[config.mk]
export PLATFORM = sky130hd
export DESIGN_NAME = ov5640_dvp_window
export DESIGN_NICKNAME = d
export VERILOG_FILES = /design/src/rtl/ov5640_dvp_window.sv
export SDC_FILE = /design/constraint.sdc
export NUM_CORES = 1
export LEC_CHECK = 0
export ABC_AREA = 1
export CAP_MARGIN = 10
export CORE_MARGIN = 10
export CORE_UTILIZATION = 57
export DETAILED_ROUTE_END_ITERATION = 8
export PLACE_DENSITY = 0.89
export SLEW_MARGIN = 15
export SYNTH_ARGS = -nofsm -noshare
export SYNTH_HDL_FRONTEND = slang
export SYNTH_SLANG_ARGS = --single-unit
[constraint.sdc]
create_clock -name CCD_PCLK -period 3.3 [get_ports CCD_PCLK]
set_clock_uncertainty 0.05 [all_clocks]
set_input_delay 0.66 -clock CCD_PCLK [delete_from_list [all_inputs] [get_ports CCD_PCLK]]
set_output_delay 0.66 -clock CCD_PCLK [all_outputs]
set_load 0.005 [all_outputs]
[src/rtl/ov5640_dvp_window.sv]
// ov5640_dvp_window: crops the OV5640 DVP stream to a programmable window and measures frame geometry
module ov5640_dvp_window #(
  parameter int CNT_W    = 16,
  parameter int STABLE_N = 3
) (
  input  logic             CCD_PCLK,
  input  logic             CCD_RSTN,
  input  logic             CCD_VSYNC,
  input  logic             CCD_HREF,
  input  logic [7:0]       CCD_DATA,
  input  logic             enable,
  input  logic [CNT_W-1:0] win_x,
  input  logic [CNT_W-1:0] win_y,
  input  logic [CNT_W-1:0] win_w,
  input  logic [CNT_W-1:0] win_h,
  output logic             out_vsync,
  output logic             out_href,
  output logic [7:0]       out_data,
  output logic [CNT_W-1:0] meas_width,
  output logic [CNT_W-1:0] meas_height,
  output logic             frame_stable,
  output logic [7:0]       frame_cnt
);
  typedef enum logic [1:0] {IDLE, WAIT_VS, ACTIVE, DONE} state_t;
  localparam logic [CNT_W-1:0] ONE_C = {{(CNT_W-1){1'b0}}, 1'b1};
  localparam logic [CNT_W:0]   ONE_W = {{CNT_W{1'b0}}, 1'b1};
  state_t state, state_nx;
  logic vs_d1, hr_d1, vs_p, hr_p;
  logic [7:0] dat_d1;
  logic [CNT_W-1:0] hcnt, vcnt, x_s, y_s, w_s, h_s, prev_w, prev_h;
  logic [CNT_W:0] x_end, y_end;
  logic [3:0] stab_cnt;
  logic fs, le, keep, last_line;
  assign fs        = vs_p & ~vs_d1;
  assign le        = hr_p & ~hr_d1;
  assign x_end     = {1'b0, x_s} + {1'b0, w_s};
  assign y_end     = {1'b0, y_s} + {1'b0, h_s};
  assign keep      = hr_d1 && state == ACTIVE && hcnt >= x_s && {1'b0, hcnt} < x_end
                     && vcnt >= y_s && {1'b0, vcnt} < y_end;
  assign last_line = le && ({1'b0, vcnt} + ONE_W == y_end);
  assign frame_stable = stab_cnt >= 4'(STABLE_N - 1);
  // pin capture plus one-cycle history for edge detection
  always_ff @(posedge CCD_PCLK or negedge CCD_RSTN)
    if (!CCD_RSTN) begin
      {vs_d1, hr_d1, vs_p, hr_p} <= '0;
      dat_d1 <= '0;
    end else begin
      vs_d1  <= CCD_VSYNC;
      hr_d1  <= CCD_HREF;
      dat_d1 <= CCD_DATA;
      vs_p   <= vs_d1;
      hr_p   <= hr_d1;
    end
  // byte and line position counters; frame start overrides line end
  always_ff @(posedge CCD_PCLK or negedge CCD_RSTN)
    if (!CCD_RSTN) begin
      hcnt <= '0;
      vcnt <= '0;
    end else begin
      hcnt <= (fs || le) ? '0 : hr_d1 ? hcnt + ONE_C : hcnt;
      vcnt <= fs ? '0 : le ? vcnt + ONE_C : vcnt;
    end
  // window shadows, geometry measurement and stability tracking
  always_ff @(posedge CCD_PCLK or negedge CCD_RSTN)
    if (!CCD_RSTN) begin
      {x_s, y_s, w_s, h_s} <= '0;
      {meas_width, meas_height, prev_w, prev_h} <= '0;
      stab_cnt  <= '0;
      frame_cnt <= '0;
    end else begin
      if (le) meas_width <= hcnt;
      if (fs) begin
        {x_s, y_s, w_s, h_s} <= {win_x, win_y, win_w, win_h};
        meas_height <= vcnt;
        frame_cnt   <= frame_cnt + 8'd1;
        prev_w      <= meas_width;
        prev_h      <= vcnt;
        stab_cnt    <= (meas_width == prev_w && vcnt == prev_h) ?
                       (stab_cnt == 4'd15 ? stab_cnt : stab_cnt + 4'd1) : 4'd0;
      end
    end
  // frame state register
  always_ff @(posedge CCD_PCLK or negedge CCD_RSTN)
    if (!CCD_RSTN) state <= IDLE;
    else state <= state_nx;
  // next state: enable drop wins, then a frame start re-arms the window
  always_comb begin
    state_nx = state;
    state_nx = !enable ? IDLE : state == IDLE ? WAIT_VS : fs ? ACTIVE :
               (state == ACTIVE && last_line) ? DONE : state;
  end
  // output stage; vsync held high while idle so downstream only sees frames after enable
  always_ff @(posedge CCD_PCLK or negedge CCD_RSTN)
    if (!CCD_RSTN) begin
      out_vsync <= 1'b1;
      out_href  <= 1'b0;
      out_data  <= '0;
    end else begin
      out_vsync <= state == IDLE ? 1'b1 : vs_d1;
      out_href  <= keep;
      out_data  <= keep ? dat_d1 : 8'd0;
    end
endmodule

* Yosys cells after proc, flatten, opt, wreduce, memory -nomap -nowiden
Cells that the tools add are included.
Cells by class: add/sub/neg operators 7, magnitude comparators 5, eq/ne operators 7, multiplexer cells 12, bitwise operators 4, reductions and logical operators 13
Operators by type and width (count):
- 2-to-1 mux 16 bit | 4
- adder 16 x 16 -> 17 bit | 2
- less-than comparator 16 x 17 -> 1 bit | 2
- adder 16 x 1 -> 16 bit, second input constant | 2
- equality test 16 bit | 2
- greater-or-equal comparator 16 bit | 2
- adder 16 x 1 -> 17 bit, second input constant | 1
- equality test 17 bit | 1
- adder 8 x 1 -> 8 bit, second input constant | 1
- logical AND 1 bit | 8
- 2-to-1 mux 2 bit | 4
- 2-to-1 mux 4 bit | 2
- 2-to-1 mux 8 bit | 1
- adder 4 x 1 -> 4 bit, second input constant | 1
- equality test 4 bit, second input constant | 1
- greater-or-equal comparator 4 x 2 -> 1 bit, second input constant | 1
- != test 4 x 1 -> 1 bit, second input constant | 1
- nonzero test 2 bit | 2
- AND 1 bit | 2
- equality test 2 bit, second input constant | 1
- zero test 2 bit | 1
- != test 2 bit, second input constant | 1
- inverter 1 bit | 2
- AND reduction 2 bit | 1
- other kinds (2) | 2
Word-level totals: flip-flop bits (word level) 180, word-level logic and storage cells 68

* Longest topological paths before layout
Gate-level depths: netlist of the first run.
depth in word-level cells 8, gate-level depth with buffers 21, depth with buffers taken out 21

* Worst setup path before layout of the first run
No wires, ideal clock.
path kind reg2reg, start point reg x_s[0], end point reg out_data[2], setup time 73 ps, data arrival time 2959 ps, data required time 3177 ps, path slack 218 ps, stages on the path, launching flop included 21, clock period less this slack 3082 ps, cells stage by stage dfrtp_1 -> ha_1 -> fa_1 -> nand3_1 -> nand2_1 -> nand2_1 -> nand2_1 -> a31oi_1 -> o21ai_0 -> nand3_1 -> nand2_1 -> xor2_1 -> ha_1 -> a21o_1 -> nand4_1 -> nand2_1 -> nor2_1 -> nand3_1 -> nor2_1 -> nand2_2 -> nor2_1
Between the ends: word-level cells in the longest chain between the ends 6, elaborated cells on any way between the ends 8
Ends and longest elaborated chain:
- from (decl) | RTL line 30 | logic [CNT_W-1:0] hcnt, vcnt, x_s, y_s, w_s, h_s, prev_w, prev_h;
- from (signal assigned) | RTL line 73 | {x_s, y_s, w_s, h_s} <= {win_x, win_y, win_w, win_h};
- adder 16 x 16 -> 17 bit or greater-or-equal comparator 16 bit (tied branches) | RTL line 36, 38
- less-than comparator 16 x 17 -> 1 bit or logical AND 1 bit (tied branches) | RTL line 38 | assign keep = hr_d1 && state == ACTIVE && hcnt >= x_s && {1'b0, hcnt} < x_end
- logical AND 1 bit (*) | RTL line 38
- logical AND 1 bit (*) (2 in a row) | RTL line 39 | && vcnt >= y_s && {1'b0, vcnt} < y_end;
- 2-to-1 mux 8 bit (*) | RTL line 101 | out_data <= keep ? dat_d1 : 8'd0;
- to (signal assigned) | RTL line 101
- to (decl) | RTL line 18 | output logic [7:0] out_data,
Mark *: on every way between the ends. The rest lies on a longest branch, timed or not. A chain may end at the register's enable or synchronous reset.

* Final worst setup path of the first run
start point reg w_s[0], end point reg out_data[2]
Between the ends: word-level cells in the longest chain between the ends 6
Ends and longest elaborated chain:
- from (decl) | RTL line 30
- from (signal assigned) | RTL line 73
- adder 16 x 16 -> 17 bit | RTL line 36 | assign x_end = {1'b0, x_s} + {1'b0, w_s};
- less-than comparator 16 x 17 -> 1 bit | RTL line 38
- logical AND 1 bit | RTL line 38
- logical AND 1 bit (2 in a row) | RTL line 39
- 2-to-1 mux 8 bit | RTL line 101
No other way between the ends.

==> run summary, run 1 <==
The library cell with the largest summed area after synthesis is sky130_fd_sc_hd__dfrtp_1. The number of setup violations in the final report came out at 0. The area share of the largest cell type after synthesis is 0.405. The share of final-layout standard cells stronger than drive strength 1 is 0.0738. The nature of the critical path endpoint is a register. After layout, the minimum clock period comes to 3.29 ns. The first global-routing pass estimated 48.8 mm of wire. The final-report max-slew violation count is 0. The number of distinct library cells after synthesis came out at 49. Yosys printed 0 warnings.

The initial detailed-routing violation count is 761. The library cell contributing the largest single delay on the critical path is sky130_fd_sc_hd__dfrtp_1. The CTS tree is built. Summing all placed instances gives a cell area of 12600 um2. STA classifies the critical path startpoint as a register. Detailed placement ended at an HPWL of 22.5 mm. The number of flip-flops and latches in the synthesized netlist came out at 180. The core footprint is 18900 um2.

The pin count of the biggest net entering global routing is 83. Setup repair after global routing could not meet its margin everywhere. The die boundary height is 159 um. The clock passes through at most 2 buffers.

The average wire length per cell after detail routing is 16.4 um. The number of port buffers is 127. The number of enable flip-flop cells after synthesis came out at 0. The floorplan step defined a die boundary enclosing 25400 um2. The via count of the first global-routing pass is 9951. For this run, the total global-route usage over all layers was measured as 0.231.

The final standard cell count with taps included and fillers excluded came out at 1818. The area of all placed cells without fillers came out at 13400 um2. In this design, the stage delay of the slowest critical-path cell is 0.40 ns. For this design the static power due to leakage is 0.00667 uW.

The cell area power density is 489 nW/um2. The gate count after technology mapping is 1412. The register clock-pin slew on the reported worst setup and hold paths is 0.07 ns.

CTS placed an instance of sky130_fd_sc_hd__clkbuf_16 at the clock tree root. The fraction of the core area covered by cells at the end of the flow is 0.710. The dominant register cell in the synthesized netlist is sky130_fd_sc_hd__dfrtp_1. The path class of the tightest hold or removal check is input port to asynchronous set/reset pin. Counting stages on the worst path, the most repeated cell is sky130_fd_sc_hd__nand2_2. The signal on the critical path passes through ha_2 > fa_2 > nand3_2 > nand2_2 > nand2_2 > nand2_2 > a31oi_4 > buf_4 > xor2_1 > ha_1 > a21oi_2 > nor3_2 > a211oi_2 > nor2_1 > nor2_1 > nand3_1 > nor2_4 > nand2_4 > nor2_2. The relative slew slack is 0.494. The number of hold buffers added after cts is 0. The total vias in the final route came out at 10000.

The clock insertion delay at the later pin of the skew report is 0.44 ns. By startpoint and endpoint, the worst setup path is classified as register to register. The fraction of the yosys area taken by sequential cells came out at 0.408.

Data on the critical path arrives at its endpoint at 3.63 ns. The maximum fanout count along the critical path is 5. The final weighted congestion in routability-driven placement came out at 0.931. The count of antenna-violating nets left after detailed routing is 0.

The number of buffers and inverters on the critical path is 1. The number of DRC violations after detailed routing is 0. The worst-margin pin slew is 0.759 ns. The number of vias per cell after detailed routing is 5.51. The wire length reported by the detailed router came out at 29.8 mm. STA puts the critical path data required time at 3.63 ns. After synthesis, the cell types taking the most area are sky130_fd_sc_hd__dfrtp_1 41%, sky130_fd_sc_hd__nand2_1 14%, sky130_fd_sc_hd__ha_1 11%, sky130_fd_sc_hd__inv_1 5.9%, sky130_fd_sc_hd__o21ai_0 4.9%. The TritonCTS buffer count came out at 17. The total nets after synthesis came out at 1591. The number of antenna violations at the first check in global routing came to 0. The category of cells accounting for the largest share of critical-path delay is simple AND/OR/NAND/NOR gates. The cell row count is 50. For this run, the top clock speed supported by timing is 0.304 GHz. The async set-reset flop share out of synthesis is 1.00.

0 antenna diodes ended up in the layout. The number of optimization iterations in the first detailed-route pass is 5. 128 I/O pins were placed. After filler insertion, the fill cell instance count of the layout stands at 1518. The die width came out at 159 um. The clock sink total came out at 180. The total instance count after detailed placement came out at 1780. Across the run, the number of max-cap violations was 0.

The run finished with clean final reports. After synthesis the cells add up to 11100 um2. The number of nets in the layout came out at 1724.

The hold violation total from the final report is 0. The worst IR drop on VDD came out at 363 uV. The fraction of the cycle the final worst path needs came out at 0.998.

The synthesized area per cell is 7.83 um2. The starting density of the core came out at 0.585. The signed area change from the synthesized netlist to the final layout is 21.4%.

The H-tree depth came out at 4. The total overflow left after global routing is 0.
[layout make-up]
class                   count  area [um2]  area share
clock buffers              18         439      0.0327
clock inverters            14         160      0.0119
repair buffers            145        1430       0.107
well taps                 260         325      0.0242
multi-input cells        1025        5890       0.439
inverters                 176         661      0.0492
flip-flops and latches    180        4510       0.336
[per-layer routing]
metal	global-route usage	vias to the layer above	part of all wire
met2	0.414	374	0.51
met4	0.0838	0	0.032
li1	-	4875	-
met1	0.265	4685	0.40
met5	0	-	0
met3	0.0501	79	0.062
[metrics by stage]
| stage | setup TNS (ns) | hold slack, ns | total power, uW | setup WS, ns |
|---|---|---|---|---|
| after CTS | 0 | 0.252 | 6490 | 0.00411 |
| after floorplan | 0 | 0.304 | 3780 | 0.218 |
| after detailed placement | 0 | 0.358 | 4420 | 0.0146 |
| after global routing | -1.50 | 0.267 | 6930 | -0.205 |
| after global placement | 0 | 0.357 | 4330 | 0.0898 |
| final | 0 | 0.209 | 6560 | 0.00639 |
[final timing paths]
| path | start | end | slack (ns) | cells after the start |
|---|---|---|---|---|
| setup / recovery | w_s[0]$_DFFE_PN0P_ | out_data[2]$_DFF_PN0_ | 0.006 | 19 |
| hold / removal | CCD_RSTN | prev_h[9]$_DFFE_PN0P_ | 0.21 | 1 |
| setup reg to reg | w_s[0]$_DFFE_PN0P_ | out_data[2]$_DFF_PN0_ | 0.006 | 19 |
| hold reg to reg | vs_d1$_DFF_PN0_ | vs_p$_DFF_PN0_ | 0.38 | 0 |
| max in group asynchronous | CCD_RSTN | out_vsync$_DFF_PN1_ | 2.18 | 2 |
| min in group CCD_PCLK | vs_d1$_DFF_PN0_ | vs_p$_DFF_PN0_ | 0.38 | 0 |
[power by group]
part	leakage [uW]	switching, uW	total [uW]	internal, uW
logic	0.00402	1140	1940	800
clock network	0.000289	974	2070	1100
registers	0.00236	164	2540	2380
total	0.00667	2280	6560	4280
[cell usage in the layout, fill, tap and decap left out, types with 6 or more instances in the layout]
master,Yosys,routed
sky130_fd_sc_hd__nand2_1,410,406
sky130_fd_sc_hd__dfrtp_1,179,179
sky130_fd_sc_hd__inv_1,173,170
sky130_fd_sc_hd__clkdlybuf4s50_1,0,126
sky130_fd_sc_hd__o21ai_0,109,107
sky130_fd_sc_hd__ha_1,100,98
sky130_fd_sc_hd__nand3_1,81,80
sky130_fd_sc_hd__nor2_1,70,62
sky130_fd_sc_hd__a21oi_1,63,61
sky130_fd_sc_hd__xnor2_1,39,39
sky130_fd_sc_hd__nand4_1,25,25
sky130_fd_sc_hd__xor2_1,20,20
sky130_fd_sc_hd__clkbuf_16,0,17
sky130_fd_sc_hd__buf_4,1,16
sky130_fd_sc_hd__nor3_1,17,15
sky130_fd_sc_hd__o22ai_1,15,15
sky130_fd_sc_hd__nor2_2,7,11
sky130_fd_sc_hd__nand2_2,8,10
sky130_fd_sc_hd__nand3_2,6,7
sky130_fd_sc_hd__inv_2,3,6
[kinds of logic (layout without fill, tap and decap cells)]
group / after synthesis / count (layout) / share of synthesized area
flip-flops: 180 / 180 / 0.408
AND/OR/NAND/NOR: 642 / 643 / 0.247
adder cells (fa/ha/maj): 102 / 102 / 0.117
buffers and inverters: 208 / 353 / 0.0719
XOR/XNOR: 59 / 59 / 0.0468
AO/OA/AOI/OAI: 221 / 221 / 0.109
[cells in the mapped netlist (20+ instances only)]
library cell / count
sky130_fd_sc_hd__clkbuf_1: 23
sky130_fd_sc_hd__nor2_1: 70
sky130_fd_sc_hd__nand4_1: 25
sky130_fd_sc_hd__xor2_1: 20
sky130_fd_sc_hd__a21oi_1: 63
sky130_fd_sc_hd__nand2_1: 410
sky130_fd_sc_hd__ha_1: 100
sky130_fd_sc_hd__xnor2_1: 39
sky130_fd_sc_hd__inv_1: 173
sky130_fd_sc_hd__nand3_1: 81
sky130_fd_sc_hd__dfrtp_1: 179
sky130_fd_sc_hd__o21ai_0: 109
[what timing repair did]
| action | 4_1_cts | 5_1_grt |
|---|---|---|
| resized for setup | 1 | 36 |
| setup buffers | 0 | 5 |
| pin swaps | 1 | 18 |
| cloned | 0 | 1 |
| endpoints found under the setup margin | 8 | 9 |
[state kept, by name, indices dropped and copies added (netlist names), 2 cells and up]
| name | cells |
|---|---|
| stab_cnt | 4 |
| vcnt | 16 |
| h_s | 16 |
| hcnt | 16 |
| out_data | 8 |
| dat_d1 | 8 |
| meas_width | 16 |
| prev_h | 16 |
| y_s | 16 |
| w_s | 16 |
| prev_w | 16 |
| state | 2 |
| x_s | 16 |
| frame_cnt | 8 |
[worst reg2reg max path: stages (launching register included)]
cell and delay, ns:
sky130_fd_sc_hd__dfrtp_1 0.40, sky130_fd_sc_hd__ha_2 0.21, sky130_fd_sc_hd__fa_2 0.40, sky130_fd_sc_hd__nand3_2 0.08
sky130_fd_sc_hd__nand2_2 0.08, sky130_fd_sc_hd__nand2_2 0.07, sky130_fd_sc_hd__nand2_2 0.07, sky130_fd_sc_hd__a31oi_4 0.20
sky130_fd_sc_hd__buf_4 0.13, sky130_fd_sc_hd__xor2_1 0.14, sky130_fd_sc_hd__ha_1 0.28, sky130_fd_sc_hd__a21oi_2 0.16
sky130_fd_sc_hd__nor3_2 0.05, sky130_fd_sc_hd__a211oi_2 0.19, sky130_fd_sc_hd__nor2_1 0.06, sky130_fd_sc_hd__nor2_1 0.10
sky130_fd_sc_hd__nand3_1 0.11, sky130_fd_sc_hd__nor2_4 0.20, sky130_fd_sc_hd__nand2_4 0.12, sky130_fd_sc_hd__nor2_2 0.12
(Power assumes the default switching activity.)
==> run 2, diff against run 1 <==
--- a/config.mk
+++ b/config.mk
@@ -10,6 +10,7 @@
 export CORE_MARGIN = 10
 export CORE_UTILIZATION = 57
 export DETAILED_ROUTE_END_ITERATION = 8
+export MAX_ROUTING_LAYER = met4
 export PLACE_DENSITY = 0.89
 export SLEW_MARGIN = 15
 export SYNTH_ARGS = -nofsm -noshare
==> run summary, run 2 (same netlist as run 1, synthesis figures left out) <==
The detailed router placed 9951 vias in this run. The average wire length per cell after detail routing came out at 16.1 um. The worst-case setup slack after placement came out at -0.0240 ns.

The layout filler cell count is 1491. Counting stages on the worst path, the most repeated cell is sky130_fd_sc_hd__nand2_2. The clock insertion delay at the later pin of the skew report came out at 0.43 ns. The run finished with clean final reports. Setup violations remaining at the end of the flow were counted as 0. The wire length of the first global-routing pass came out at 48.0 mm.

Row generation in the floorplan step produced 50 rows. The total power of the final layout came out at 6630 uW. The critical path goes through ha_2 > fa_2 > nand3_2 > nand2_2 > nand2_2 > nand2_2 > a31oi_4 > o21ai_2 > nand3_1 > nand2_1 > xor2_1 > ha_1 > a21o_1 > nand4_1 > nand2_1 > nor2_1 > nand3_1 > nor2_4 > nand2_4 > nor2_1.

The worst setup path is of the register to register kind. The delay of the slowest cell on the worst path is 0.40 ns. Setup repair after global routing could not meet its margin everywhere. The number of optimization iterations in the first detailed-route pass is 7. The CTS tree is built.

The static leakage is 0.00668 uW. Global routing finished with a remaining overflow of 0. After detailed routing, the number of remaining DRC violations is 0. The final standard cell count with taps included and fillers excluded is 1816.

The root buffer cell chosen for the clock tree is sky130_fd_sc_hd__clkbuf_16. From bottom edge to top edge, the die measures 159 um. The die area came out at 25400 um2. Dividing total power by cell area gives a power density of 493 nW/um2. The final-report max-slew violation count is 0. The worst IR drop on VDD is 357 uV. The worst hold path belongs to the class input port to asynchronous set/reset pin. The global-route usage over all layers came out at 0.233. Measured against its own limit, the worst slew margin works out to 0.361. Setup slack closes at 0.0967 ns. The H-tree was split into 4 levels.

The pin count of the biggest net entering global routing is 103. The initial detailed-routing violation count is 705. The placed cell area is 12600 um2.

The initial utilization of the core area, before any placement, comes to 0.585. The hold violation total from the final report came out at 0. STA classifies the critical path startpoint as a register. The worst hold slack is 0.174 ns. The maximum fanout count along the critical path is 5. The repair_antennas step left the layout with diodes totalling 0. The via count of the first global-routing pass came out at 9846. The clock period minus final worst setup slack is 3.20 ns.

The library cell used most frequently in the layout, excluding fill and tap cells, is sky130_fd_sc_hd__nand2_1. For this design, the slowest cell found on the critical path is sky130_fd_sc_hd__dfrtp_1. The I/O pin count is 128.

The number of antenna violations at the first check in global routing came out at 0. Across the run, the number of max-cap violations was 0. The count of antenna-violating nets left after detailed routing came out at 0.

The area of all placed cells without fillers came out at 13400 um2. The TritonCTS buffer count came out at 17. The clock sink total came out at 180. The total instance count after detailed placement is 1780. Leaving out fill and tap cells, the most frequent cells in the layout are 406 x sky130_fd_sc_hd__nand2_1, 179 x sky130_fd_sc_hd__dfrtp_1, 171 x sky130_fd_sc_hd__inv_1. The core footprint came out at 18900 um2. The nature of the critical path endpoint is a register.

The register clock-pin slew on the reported worst setup and hold paths is 0.07 ns. The timing-limited maximum frequency came out at 0.312 GHz. The die width is 159 um.

Of the cells placed in the final design, the portion with a size suffix greater than 1 is 0.0713. The worst-margin pin slew is 0.958 ns. The register-to-register setup slack came out at 0.1 ns.

The number of port buffers is 127. Using the TritonRoute via totals, the vias-per-cell ratio works out to 5.48. The estimated wirelength of the detail-placed design is 22.1 mm. The longest clock path from root to sink contains 2 buffers. The routed design has 29.2 mm of wire. The critical path data arrival time is 3.52 ns. Compared with the post-synthesis result, the final layout area differs by 21.6%. The number of nets in the layout came out at 1724. In the finished design, the share of the clock period the worst path needs comes to 0.971. The final weighted congestion in routability-driven placement came out at 0.943.

The required time of the critical path is 3.62 ns.
[run 2: worst paths after layout]
kind                                           to          startpoint  cells past startpoint
min in group CCD_PCLK              vs_p$_DFF_PN0_     vs_d1$_DFF_PN0_                      0
hold / removal             prev_h[13]$_DFFE_PN0P_            CCD_RSTN                      1
setup / recovery            out_data[6]$_DFF_PN0_  w_s[0]$_DFFE_PN0P_                     20
setup reg to reg            out_data[6]$_DFF_PN0_  w_s[0]$_DFFE_PN0P_                     20
max in group asynchronous      h_s[4]$_DFFE_PN0P_            CCD_RSTN                      2
hold reg to reg                    vs_p$_DFF_PN0_     vs_d1$_DFF_PN0_                      0
[run 2: critical path: cells and delay by family (launching register included)]
family / cells / cell delay [ns]
simple gates: 13 / 1.16
fa+ha+maj: 3 / 0.90
compound gates: 3 / 0.48
flops: 1 / 0.40
xor+xnor: 1 / 0.14
[run 2: layout make-up]
type	instances	area, um2	share of cell area
Inverter	176	661	0.0492
Clock buffer	19	453	0.0337
Tap cell	260	325	0.0242
Sequential cell	180	4510	0.335
Multi-Input combinational cell	1025	5890	0.438
Clock inverter	11	171	0.0128
Timing Repair Buffer	145	1440	0.107
[run 2: per-stage QoR]
| stage | utilization | TNS (ns) |
|---|---|---|
| after global routing | 0.711 | -0.889 |
| after CTS | 0.704 | 0 |
| after global placement | 0.669 | 0 |
| after detailed placement | 0.669 | -0.107 |
| after floorplan | - | 0 |
| final | 0.711 | 0 |
[run 2: per-layer routing]
| metal | up-vias | track usage | wire [um] |
|---|---|---|---|
| li1 | 4880 | - | - |
| met1 | 4644 | 0.278 | 12200 |
| met2 | 351 | 0.388 | 14500 |
| met3 | 76 | 0.0392 | 1480 |
| met4 | 0 | 0.0889 | 986 |
| met5 | - | - | 0 |
[run 2: what timing repair did]
| action | in CTS | in global routing |
|---|---|---|
| buffers inserted | 0 | 5 |
| hold buffers | 0 | 0 |
| pin swaps | 2 | 16 |
| resized for setup | 8 | 27 |
| setup endpoints to repair | 9 | 9 |
| gates cloned | 1 | 0 |
[run 2: power breakdown]
part | total [uW] | switching (uW) | internal [uW]
combinational | 1930 | 1130 | 799
sequential | 2540 | 159 | 2380
clock | 2160 | 911 | 1250
